<file path="src/rtl/counter_enable_gen_if.sv">
// counter_enable_gen_if: control and status signals of the enable-pulse generator.
// The optional start_err status is present only when COUNTER_ENABLE_GEN_START_ERR_EN is defined.
//
// Signalling: start and stop are level strobes sampled on every rising clk edge.
// There is no ready/ack. A start is accepted only while the generator is idle
// (busy low) and stop is low; otherwise it is dropped. All status outputs are
// registered and change only on a rising edge or on asynchronous reset.
interface counter_enable_gen_if #(
    parameter int PRESCALE_W = 8,
    parameter int BURST_W    = 8
);
    logic                  start;
    logic                  stop;
    logic [1:0]            mode;
    logic [PRESCALE_W-1:0] prescale;
    logic [BURST_W-1:0]    burst_len;
    logic                  enable;
    logic                  busy;
    logic                  done;
    logic [BURST_W-1:0]    pulse_cnt;
`ifdef COUNTER_ENABLE_GEN_START_ERR_EN
    logic                  start_err;

    modport master (
        output start, stop, mode, prescale, burst_len,
        input  enable, busy, done, pulse_cnt, start_err
    );
    modport slave (
        input  start, stop, mode, prescale, burst_len,
        output enable, busy, done, pulse_cnt, start_err
    );
`else
    modport master (
        output start, stop, mode, prescale, burst_len,
        input  enable, busy, done, pulse_cnt
    );
    modport slave (
        input  start, stop, mode, prescale, burst_len,
        output enable, busy, done, pulse_cnt
    );
`endif
endinterface

</file>
<file path="src/rtl/counter_enable_gen.sv">
// counter_enable_gen: prescaled single-cycle enable pulses for the downstream
// 4-bit counter.
// Modes: continuous, burst of N pulses, and single-shot.
// Optional macro COUNTER_ENABLE_GEN_START_ERR_EN adds a sticky start_err flag.
// The flag is raised when start arrives while the generator is busy.
// busy and done are registered copies of the previous cycle's state. As a result:
//   - done appears in the cycle after DONE was entered, which is the cycle after the last pulse.
//   - busy stays high until that cycle has ended.
module counter_enable_gen #(
    parameter int PRESCALE_W = 8,
    parameter int BURST_W    = 8
) (
    input  logic                clk,
    input  logic                reset_n,
    counter_enable_gen_if.slave bus,
    output logic [1:0]          state_dbg
);
    typedef enum logic [1:0] {
        IDLE = 2'd0,
        RUN  = 2'd1,
        DONE = 2'd2
    } state_t;

    localparam logic [BURST_W-1:0]    CNT_ONE = BURST_W'(1);
    localparam logic [PRESCALE_W-1:0] DIV_ONE = PRESCALE_W'(1);

    state_t                state_q;
    logic [1:0]            mode_q;
    logic [PRESCALE_W-1:0] prescale_q;
    logic [BURST_W-1:0]    len_q;
    logic [PRESCALE_W-1:0] divider_q;
    logic [BURST_W-1:0]    pulse_cnt_q;
    logic                  enable_q;
    logic                  busy_q;
    logic                  done_q;
    logic                  accept;

    // A start is taken only from a fully idle generator with no concurrent stop.
    assign accept = (state_q == IDLE) && bus.start && !bus.stop && !busy_q;

    // Control FSM, divider, pulse counter and registered outputs.
    always_ff @(posedge clk or negedge reset_n) begin
        if (!reset_n) begin
            state_q     <= IDLE;
            mode_q      <= 2'b00;
            prescale_q  <= '0;
            len_q       <= '0;
            divider_q   <= '0;
            pulse_cnt_q <= '0;
            enable_q    <= 1'b0;
            busy_q      <= 1'b0;
            done_q      <= 1'b0;
        end else begin
            busy_q   <= (state_q != IDLE);
            done_q   <= (state_q == DONE);
            enable_q <= 1'b0;
            case (state_q)
                IDLE: begin
                    if (accept) begin
                        mode_q      <= bus.mode;
                        prescale_q  <= bus.prescale;
                        // Single-shot (and reserved) modes are treated as a burst of one.
                        if (bus.mode == 2'b01)
                            len_q <= (bus.burst_len == '0) ? CNT_ONE : bus.burst_len;
                        else
                            len_q <= CNT_ONE;
                        divider_q   <= bus.prescale;
                        pulse_cnt_q <= '0;
                        state_q     <= RUN;
                    end
                end
                RUN: begin
                    if (bus.stop) begin
                        // Stop wins over a pulse due on this same edge.
                        state_q <= DONE;
                    end else if (divider_q == '0) begin
                        enable_q    <= 1'b1;
                        divider_q   <= prescale_q;
                        pulse_cnt_q <= pulse_cnt_q + CNT_ONE;
                        if ((mode_q != 2'b00) && (pulse_cnt_q == len_q - CNT_ONE))
                            state_q <= DONE;
                    end else begin
                        divider_q <= divider_q - DIV_ONE;
                    end
                end
                DONE: begin
                    state_q <= IDLE;
                end
                default: begin
                    state_q <= IDLE;
                end
            endcase
        end
    end

`ifdef COUNTER_ENABLE_GEN_START_ERR_EN
    logic start_err_q;

    // Sticky error flag. Set by start while busy; cleared by the next accepted start.
    always_ff @(posedge clk or negedge reset_n) begin
        if (!reset_n)
            start_err_q <= 1'b0;
        else if (accept)
            start_err_q <= 1'b0;
        else if (bus.start && busy_q)
            start_err_q <= 1'b1;
    end

    assign bus.start_err = start_err_q;
`endif

    assign bus.enable    = enable_q;
    assign bus.busy      = busy_q;
    assign bus.done      = done_q;
    assign bus.pulse_cnt = pulse_cnt_q;
    assign state_dbg     = state_q;
endmodule

</file>
<file path="src/flat_wrapper.sv">
// flat-port wrapper written by rule: the top's interface ports become plain ports
module counter_enable_gen_flat 
#(
    parameter int PRESCALE_W = 8,
    parameter int BURST_W    = 8
)
  (clk, reset_n, state_dbg, bus_start, bus_stop, bus_mode, bus_prescale, bus_burst_len, bus_enable, bus_busy, bus_done, bus_pulse_cnt);
  counter_enable_gen_if #(.PRESCALE_W(PRESCALE_W), .BURST_W(BURST_W)) bus_i ();
  input  logic clk;
  input  logic reset_n;
  output logic [1:0] state_dbg;
  input wire logic [$bits(bus_i.start)-1:0] bus_start;
  input wire logic [$bits(bus_i.stop)-1:0] bus_stop;
  input wire logic [$bits(bus_i.mode)-1:0] bus_mode;
  input wire logic [$bits(bus_i.prescale)-1:0] bus_prescale;
  input wire logic [$bits(bus_i.burst_len)-1:0] bus_burst_len;
  output wire logic [$bits(bus_i.enable)-1:0] bus_enable;
  output wire logic [$bits(bus_i.busy)-1:0] bus_busy;
  output wire logic [$bits(bus_i.done)-1:0] bus_done;
  output wire logic [$bits(bus_i.pulse_cnt)-1:0] bus_pulse_cnt;
  assign bus_i.start = bus_start;
  assign bus_i.stop = bus_stop;
  assign bus_i.mode = bus_mode;
  assign bus_i.prescale = bus_prescale;
  assign bus_i.burst_len = bus_burst_len;
  assign bus_enable = bus_i.enable;
  assign bus_busy = bus_i.busy;
  assign bus_done = bus_i.done;
  assign bus_pulse_cnt = bus_i.pulse_cnt;
  counter_enable_gen #(.PRESCALE_W(PRESCALE_W), .BURST_W(BURST_W)) u_core (.clk(clk), .reset_n(reset_n), .bus(bus_i), .state_dbg(state_dbg));
endmodule
</file>
<file path="config.mk">
export PLATFORM = sky130hd
export DESIGN_NAME = counter_enable_gen_flat
export DESIGN_NICKNAME = d
export VERILOG_FILES = /design/src/rtl/counter_enable_gen_if.sv /design/src/rtl/counter_enable_gen.sv /design/src/flat_wrapper.sv
export SDC_FILE = /design/constraint.sdc
export NUM_CORES = 1
export LEC_CHECK = 0
export ABC_AREA = 0
export CORE_AREA = 2 2 61 63
export CTS_BUF_LIST = sky130_fd_sc_hd__clkbuf_4
export DETAILED_ROUTE_END_ITERATION = 10
export DIE_AREA = 0 0 63 65
export DONT_BUFFER_PORTS = 1
export GPL_TIMING_DRIVEN = 0
export PLACE_DENSITY_LB_ADDON = 0.3
export SETUP_SLACK_MARGIN = 0.4
export SLEW_MARGIN = 20
export SYNTH_ARGS = -nofsm -noshare
export SYNTH_HDL_FRONTEND = slang
export SYNTH_SLANG_ARGS = --single-unit
export TNS_END_PERCENT = 20
</file>
<file path="constraint.sdc">
create_clock -name clk -period 6.6 [get_ports clk]
set_input_delay 0.66 -clock clk [delete_from_list [all_inputs] [get_ports clk]]
set_output_delay 0.66 -clock clk [all_outputs]
set_load 0.03 [all_outputs]
</file>
==> key figures, run 1 <==
Status
  – Status: finished, final reports clean

Drt
  – Final ANT Viol Nets: 0
  – First-pass DRT Iterations: 4
  – Vias per cell: 5.82
  – Drc violations: 0
  – Total routed wirelength: 4680 microns
  – Initial drt markers: between 100 and 150
  – Via Count: 1768
  – Routed len/inst: 15.4 microns

CTS
  – Longest Clk Path Bufs: 2
  – Clk sink count: 39
  – CTS tree: yes
  – Reg clk slew, reported paths: 0.11 ns
  – Clk_lat worst skew: roughly 0.36 ns
  – H-tree Lvls: 2
  – Cts bufs inserted: 5
  – Post-CTS Resized: 0
  – Clock root buffer: clkbuf_4

Logic synthesis
  – Netlist cell types: 40
  – Number of synthesized flops with an enable pin: 0
  – Synth Cell Area: around 2100 sq um
  – Synth Net Count: between 200 and 300
  – Synth area leaders: dfrtp_1 46%, nand2_1 10%, xnor2_1 4.5%, nand3_1 3.0%, o21ai_0 2.8%
  – Synth async-reset ratio: 1.00
  – Register area share after synthesis: 0.456
  – Cell count after synthesis: ~250
  – YS warnings: 0
  – Area share of the largest cell type after synthesis: 0.456
  – Avg Synthesized Cell Area: slightly below 9 sq um
  – Largest area contributor in the netlist: dfrtp_1
  – Post-synthesis register bit count: 39
  – Ys flop type: dfrtp_1

Timing
  – Sum Neg Setup Slack: 0 ns
  – Setup WS post-layout: 4.11 ns
  – RSZ-0062 raised after global routing: false
  – Max Fclk: 402 MHz
  – Final min period: 2.49 ns
  – Worst rel slew slack: 0.652
  – Final setup viols: 0
  – Final hold violations: 0
  – Tcrit/Tclk final: 0.377
  – Final Slew Violations: 0
  – Post-Route Skew: 0.0118 ns
  – Worst-Margin Slew: 0.522 ns

Cells and area
  – Syn-to-layout area delta: 6.20%
  – Diodes inserted: 0
  – Post-layout util: 0.650
  – Fillers: 324
  – Ratio of cells with drive above 1 in the final layout: 0.0586
  – Nets: roughly 280
  – Commonest non-fill, non-tap cells in the layout: 59 x nand2_1, 39 x dfrtp_1, 16 x nor2_1
  – Register area: 976 sq um
  – Commonest non-fill, non-tap cell in the layout: nand2_1
  – Multi-input gate area: between 1000 and 1500 sq um
  – Post-route cell area: about 2300 sq um

Placement
  – Gpl congestion: 0.851
  – Placed cell area: 2200 sq um
  – Hpwl dp: 3330 microns
  – Port bufs: 0
  – Post-Place Worst Slack: 4.14 ns

Critical path
  – Critical path fanouts, max: 9
  – Startpoint Class: flop
  – R2r setup slk: 4.11 ns
  – CP required: 6.84 ns
  – Crit path DAT: 2.73 ns
  – CP Capture Type: flop
  – Worst Path Class, Setup: reg2reg

GRT
  – Vias in the first global route: between 1500 and 2000
  – Initial antenna violation count: 0
  – Global Route Usage Sum: 0.246
  – Global-route congestion overflow total: 0
  – Pin count of the biggest net entering global routing: 40
  – First-pass GRT wire length: 7650 microns

Die
  – Die Wd: around 63 microns
  – Die area: 4100 sq um
  – Core Box Area: 3500 sq um
  – Initial core utilization: 0.612
  – Row count: 22
  – Die height: approximately 65 microns
  – Io pins: 35

Power
  – Power density cells: 341 nW/um^2
  – Switching share of power: 0.399
  – Clk network pwr share: 0.154
  – P_int: 465 uW
  – Static Leak: 0.00104 uW
  – Total Power: 774 uW
  – Combinational power share: 0.340
  – Peak VDD IR: 0.181 mV
  – Flop pwr share: 0.506
  – Sw power: just over 300 uW

Hold path
  – Hold Crit Class: in2async

Job
  – Max cap viols: 0
-- layer usage --
layer	share of wire	vias to the layer above	wire length, microns	GRT usage
met1	0.43	849	2010	0.289
met4	0.018	0	86	0.125
li1	-	869	-	-
met2	0.50	43	2350	0.430
met3	0.049	7	227	0.0469
met5	0	-	0	0
-- flip-flops by register name (all words and copies together) (netlist names) --
register	flops
u_core.divider_q	8
u_core.len_q	8
u_core.mode_q	2
u_core.bus.busy	1
u_core.bus.enable	1
u_core.prescale_q	8
u_core.state_dbg	2
u_core.bus.done	1
u_core.bus.pulse_cnt	8
-- cell families (layout without fill, tap and decap cells) --
logic type	after synthesis	in the layout	synth area share
AO/OA/AOI/OAI	42	42	0.125
XOR/XNOR	17	17	0.0696
adder cells (fa/ha/maj)	4	4	0.0234
buffers and inverters	20	29	0.0421
flip-flops	39	39	0.456
multiplexers	2	2	0.00936
AND/OR/NAND/NOR	123	123	0.274
-- stage by stage --
step,instances,hold WS [ns]
2_1_floorplan,247,0.364
3_3_place_gp,295,0.365
3_5_place_dp,295,0.365
4_1_cts,304,0.131
5_1_grt,304,0.135
6_report,304,0.117
-- worst paths after layout --
path,from,cells after the start,endpoint
max,u_core.divider_q[0],9,u_core.state_dbg[0]
min,reset_n,1,u_core.divider_q[5]
max reg2reg,u_core.divider_q[0],9,u_core.state_dbg[0]
min reg2reg,u_core.prescale_q[2],2,u_core.prescale_q[2]
max in group asynchronous,reset_n,1,u_core.mode_q[1]
min in group clk,bus_prescale[5],2,u_core.prescale_q[5]
-- power groups by stage --
stage / Clock (uW) / Sequential [uW] / Combinational, uW
2_1_floorplan: 0 / 375 / 210
3_3_place_gp: 0 / 392 / 247
3_5_place_dp: 0 / 396 / 255
4_1_cts: 121 / 391 / 263
5_1_grt: 131 / 401 / 297
6_report: 119 / 392 / 263
-- worst max-delay path, cell delays in order, from the launching register on --
cell      delay (ns)
dfrtp_1         0.44
inv_1           0.13
ha_1            0.20
or3b_2          0.44
clkbuf_1        0.26
or2_1           0.29
buf_6           0.14
nor2_2          0.09
nand4_1         0.12
o31a_1          0.26
-- cell usage after synthesis, types with 4 or more instances --
| master | n |
|---|---|
| nand2_1 | 59 |
| nor2b_1 | 4 |
| o211ai_1 | 5 |
| xnor2_1 | 11 |
| nor3_1 | 8 |
| a21oi_1 | 7 |
| nor2_1 | 16 |
| o21ai_0 | 12 |
| dfrtp_1 | 39 |
| xor2_1 | 6 |
| ha_1 | 4 |
| nand3_1 | 13 |
| clkbuf_1 | 10 |
| a31oi_1 | 6 |
| inv_1 | 8 |
-- repair_timing --
action                    4_1_cts  5_1_grt
hold endpoints to repair       39        0
hold buffers                    1        0
setup buffers                   0        0
-- layout make-up --
class / count / share of cell area
multi-input cells: 188 / 0.472
flip-flops and latches: 39 / 0.430
plain buffers: 12 / 0.0264
well taps: 48 / 0.0264
clock buffers: 6 / 0.0198
inverters: 8 / 0.0132
repair buffers: 1 / 0.00882
clock inverters: 2 / 0.00331
(Power assumes the default switching activity.)
==> inputs of run 2 (changes only) <==
==> constraint.sdc (replaced) <==
create_clock -name clk -period 2.4 [get_ports clk]
set_input_delay 0.24 -clock clk [delete_from_list [all_inputs] [get_ports clk]]
set_output_delay 0.24 -clock clk [all_outputs]
set_load 0.03 [all_outputs]
==> key figures, run 2 (same netlist as run 1, synthesis figures left out) <==
Status
  – Status: finished, final reports clean

Cells and area
  – Commonest non-fill, non-tap cell in the layout: nand2_1
  – Fillers: between 200 and 300
  – Final Non-Filler Cells: 326
  – Commonest non-fill, non-tap cells in the layout: 59 x nand2_1, 35 x dfrtp_1, 16 x nor2_1, 16 x buf_4, 13 x nand3_1
  – Multi-input gate area: 1100 sq um
  – Ratio of cells with drive above 1 in the final layout: 0.151
  – Register area: 981 sq um
  – Nets: 305
  – Syn-to-layout area delta: 18.1%
  – Post-route cell area: 2530 sq um
  – Diodes inserted: 0

Die
  – Die height: 65 microns
  – Die area: 4100 sq um
  – Core Box Area: 3500 sq um
  – Io pins: 35
  – Initial core utilization: 0.612
  – Die Wd: about 63 microns
  – Row count: 22

Critical path
  – Crit path cell chain: inv_2 -> ha_4 -> or3b_4 -> clkbuf_16 -> or2_1 -> buf_6 -> nor2_2 -> nand4_1 -> o31a_1
  – Critical path fanouts, max: 4
  – Worst Path Class, Setup: reg2reg
  – Crit path DAT: 2.37 ns
  – CP max-delay cell: dfrtp_1
  – Crit path max-delay family: simple AND/OR/NAND/NOR gates
  – CP Capture Type: flop
  – Buf/Inv on CP: 3
  – Startpoint Class: flop
  – CP peak stage delay: between 0.4 and 0.5 ns
  – CP required: approximately 2.6 ns

CTS
  – Clk sink count: 39
  – CTS tree: yes
  – Clock root buffer: clkbuf_4
  – Clk_lat worst skew: 0.34 ns
  – H-tree Lvls: 2
  – Longest Clk Path Bufs: 2
  – Cts bufs inserted: 5
  – Reg clk slew, reported paths: 0.10 ns

GRT
  – Global-route congestion overflow total: 0
  – First-pass GRT wire length: 8610 microns
  – Vias in the first global route: ~1900
  – Initial antenna violation count: 0
  – Pin count of the biggest net entering global routing: 40
  – Global Route Usage Sum: 0.275

Placement
  – Hpwl dp: 3470 microns
  – Port bufs: 0
  – Gpl congestion: about 0.84
  – Post-Place Worst Slack: around 0.17 ns
  – Placed cell area: roughly 2200 sq um
  – Post-placement cell count: 295

Timing
  – Max Fclk: approximately 470 MHz
  – Setup WS post-layout: between 0.2 and 0.3 ns
  – Post-Route Skew: 0.00882 ns
  – Final hold violations: 0
  – Sum Neg Setup Slack: 0 ns
  – Worst-Margin Slew: 0.533 ns
  – RSZ-0062 raised after global routing: true
  – Final setup viols: 0
  – Worst rel slew slack: 0.645
  – Tcrit/Tclk final: 0.888
  – Final min period: 2.13 ns
  – Final Slew Violations: 0

Power
  – Power density cells: ~930 nW/um^2
  – Peak VDD IR: 0.493 mV
  – Static Leak: 0.00119 uW
  – Total Power: 2350 uW

Drt
  – Total routed wirelength: ~5400 microns
  – Via Count: 1918
  – First-pass DRT Iterations: 4
  – Initial drt markers: 128
  – Routed len/inst: 16.5 microns
  – Vias per cell: between 5 and 6
  – Drc violations: 0
  – Final ANT Viol Nets: 0

Job
  – Max cap viols: 0

Hold path
  – Hold Crit Class: in2reg
-- run 2: cell types whose count changed in the layout (fill, tap and decap cells not counted), moves of 3 or more --
cell           delta
buf_4            +16
dfrtp_2           +4
dfrtp_1           -4
clkbuf_1          -3
dlygate4sd3_1     +7
-- run 2: layout make-up --
cell class | count | share of cell area
Inverter | 8 | 0.0119
Timing Repair Buffer | 25 | 0.0911
Buffer | 12 | 0.0332
Multi-Input combinational cell | 188 | 0.434
Clock buffer | 6 | 0.0178
Sequential cell | 39 | 0.388
Tap cell | 48 | 0.0238
-- run 2: worst reg2reg max path, delay by kind of cell (launching register included) --
kind | cells | cell delay [ns]
buffers and inverters | 3 | 0.39
adder cells (fa/ha/maj) | 1 | 0.14
AO/OA/AOI/OAI | 1 | 0.27
AND/OR/NAND/NOR | 4 | 0.82
flip-flops | 1 | 0.42
-- run 2: metal layers --
metal,share of wire,GRT usage,vias to the layer above
li1,-,-,912
met1,0.41,0.308,936
met2,0.51,0.484,59
met3,0.058,0.0816,11
met4,0.022,0.122,0
met5,0,0,-
-- run 2: timing repair --
item	4_1_cts	5_1_grt
cloned	0	0
buffers inserted	9	8
hold buffers	7	1
pin swaps	4	4
gates resized for setup	4	5
setup endpoints to repair	24	34
hold endpoints to repair	44	1
-- run 2: final timing paths --
| kind | startpoint | to | slack (ns) | cells past startpoint |
|---|---|---|---|---|
| max in group asynchronous | reset_n | u_core.state_dbg[1] | 1.85 | 2 |
| max reg2reg | u_core.divider_q[0] | u_core.state_dbg[0] | 0.27 | 9 |
| min | bus_prescale[0] | u_core.prescale_q[0] | 0.004 | 2 |
| min in group asynchronous | reset_n | u_core.prescale_q[1] | 0.34 | 2 |
| max | u_core.divider_q[0] | u_core.state_dbg[0] | 0.27 | 9 |
| min reg2reg | u_core.mode_q[0] | u_core.mode_q[0] | 0.49 | 2 |
-- run 2: per-stage QoR --
stage | hold WS, ns | util
2_1_floorplan | -0.0556 | -
3_3_place_gp | -0.0549 | 0.636
3_5_place_dp | -0.0550 | 0.636
4_1_cts | 0.00195 | 0.699
5_1_grt | -0.000991 | 0.723
6_report | 0.00441 | 0.723
-- run 2: power by group --
| part | switching, uW | internal (uW) | leakage (uW) |
|---|---|---|---|
| combinational | 530 | 454 | 0.000667 |
| clock | 197 | 116 | 0.0000276 |
| sequential | 198 | 856 | 0.000493 |
| total | 925 | 1430 | 0.00119 |
==> inputs of run 3 (changes only) <==
--- a/config.mk
+++ b/config.mk
@@ -11,8 +11,9 @@
 export DETAILED_ROUTE_END_ITERATION = 10
 export DIE_AREA = 0 0 63 65
 export DONT_BUFFER_PORTS = 1
+export GPL_ROUTABILITY_DRIVEN = 0
 export GPL_TIMING_DRIVEN = 0
-export PLACE_DENSITY_LB_ADDON = 0.3
+export PLACE_DENSITY = 0.78
 export SETUP_SLACK_MARGIN = 0.4
 export SLEW_MARGIN = 20
 export SYNTH_ARGS = -nofsm -noshare
==> key figures, run 3 (same netlist as run 1, synthesis figures left out) <==
Status
  – Status: finished, final reports clean

Timing
  – Post-Route Skew: between 0.01 and 0.015 ns
  – Sum Neg Setup Slack: 0 ns
  – RSZ-0062 raised after global routing: true
  – Worst hold slack: 0.0102 ns
  – Final min period: 2.10 ns
  – Setup WS post-layout: 0.300 ns
  – Max Fclk: ~480 MHz
  – Worst rel slew slack: 0.618
  – Final setup viols: 0
  – Tcrit/Tclk final: 0.875
  – Worst-Margin Slew: 0.574 ns
  – Final hold violations: 0
  – Final Slew Violations: 0

Power
  – Static Leak: about 0.0012 uW
  – Peak VDD IR: 0.462 mV
  – Power density cells: 987 nW/um^2

Placement
  – Port bufs: 0
  – Placed cell area: 2220 sq um
  – Post-Place Worst Slack: 0.175 ns
  – Hpwl dp: 3390 microns

CTS
  – Clk sink count: 39
  – Longest Clk Path Bufs: 2
  – CTS tree: yes
  – Clk_lat worst skew: 0.36 ns
  – Reg clk slew, reported paths: 0.13 ns
  – Clock root buffer: clkbuf_4
  – Cts bufs inserted: 5
  – H-tree Lvls: 2

GRT
  – Global-route congestion overflow total: 0
  – Initial antenna violation count: 0
  – Grt peak-use layer: met2
  – M2 GR Usage: 0.500
  – First-pass GRT wire length: 8850 microns
  – M3 GR Usage: 0.0642
  – GRT met1 Usage: 0.321
  – Pin count of the biggest net entering global routing: 40
  – Vias in the first global route: 1942
  – Global Route Usage Sum: 0.282

Die
  – Die Wd: 63 microns
  – Initial core utilization: 0.612
  – Die area: 4100 sq um
  – Core Box Area: 3500 sq um
  – Io pins: 35
  – Die height: 65 microns
  – Row count: 22

Critical path
  – Worst Path Class, Setup: reg2reg
  – Worst r2r dst: u_core.state_dbg[0]
  – Crit path DAT: roughly 2.4 ns
  – R2R depth: 9
  – CP Capture Type: flop
  – Critical path fanouts, max: 5
  – Worst r2r src: u_core.divider_q[1]
  – Startpoint Class: flop
  – R2r setup slk: 0.30 ns
  – CP required: 2.67 ns

Drt
  – Initial drt markers: around 180
  – Via Count: 1941
  – Final ANT Viol Nets: 0
  – Drc violations: 0
  – Routed len/inst: 16.2 microns
  – First-pass DRT Iterations: 4
  – Vias per cell: 5.79
  – Total routed wirelength: 5440 microns

Cells and area
  – Diodes inserted: 0
  – Post-route cell area: 2670 sq um
  – Ratio of cells with drive above 1 in the final layout: 0.164
  – Post-layout util: 0.764
  – Nets: about 310
  – Syn-to-layout area delta: 24.9%
  – Commonest non-fill, non-tap cells in the layout: 57 x nand2_1, 35 x dfrtp_1, 16 x nor2_1, 16 x dlygate4sd3_1, 14 x buf_4
  – Commonest non-fill, non-tap cell in the layout: nand2_1

Hold path
  – Hold path startpoint: bus_burst_len[7]
  – Worst Hold End: u_core.len_q[7]
  – Hold Path Depth: 2
  – Hold Crit Class: in2reg

Job
  – Max cap viols: 0
run 3: through the flow:
stage                     power [uW]  cells
after floorplan                 1640    247
after global placement          1790    295
after detailed placement        1820    295
after CTS                       2540    329
after global routing            2810    335
final                           2630    335
run 3: where the power goes:
| group | internal [uW] | switching (uW) |
|---|---|---|
| Sequential | 856 | 210 |
| Combinational | 479 | 525 |
| Clock | 324 | 241 |
run 3: what timing repair did:
item	4_1_cts	5_1_grt
pin swaps	4	3
resized for setup	9	7
hold endpoints to repair	55	1
buffers inserted	10	5
hold buffers	16	1
endpoints found under the setup margin	24	32
run 3: cell type report:
type                       instances  area, sq um
inverter                           8         30.0
clock buffer                       5         37.5
timing repair buffer              32          297
buffer                            12         85.1
multi-input combinational        188         1110
sequential                        39          981
clock inverter                     3         67.6
tap                               48         60.1
fill                             263          826
run 3: how the worst max path moves through the flow:
stage | to | slack (ns) | start | cells past startpoint
after floorplan | u_core.state_dbg[0] | 0.33 | u_core.divider_q[1] | 9
after global placement | u_core.state_dbg[0] | 0.21 | u_core.divider_q[1] | 9
after detailed placement | u_core.state_dbg[0] | 0.17 | u_core.divider_q[1] | 9
after CTS | u_core.state_dbg[0] | 0.33 | u_core.divider_q[0] | 9
after global routing | u_core.state_dbg[0] | 0.25 | u_core.divider_q[1] | 9
final | u_core.state_dbg[0] | 0.30 | u_core.divider_q[1] | 9
run 3: metal layers:
layer | part of all wire | wire length (microns) | vias up
li1 | - | - | 933
met1 | 0.40 | 2180 | 928
met2 | 0.53 | 2890 | 70
met3 | 0.054 | 293 | 10
met4 | 0.014 | 78 | 0
met5 | 0 | 0 | -
run 3: critical path, cell delays in order, from the launching register on:
cell and delay, ns:
dfrtp_1 0.44, inv_2 0.09, ha_4 0.12, or3b_4 0.38, clkbuf_16 0.16, or2_4 0.23, buf_6 0.13, nor2_4 0.07
nand4_1 0.12, o31a_1 0.26
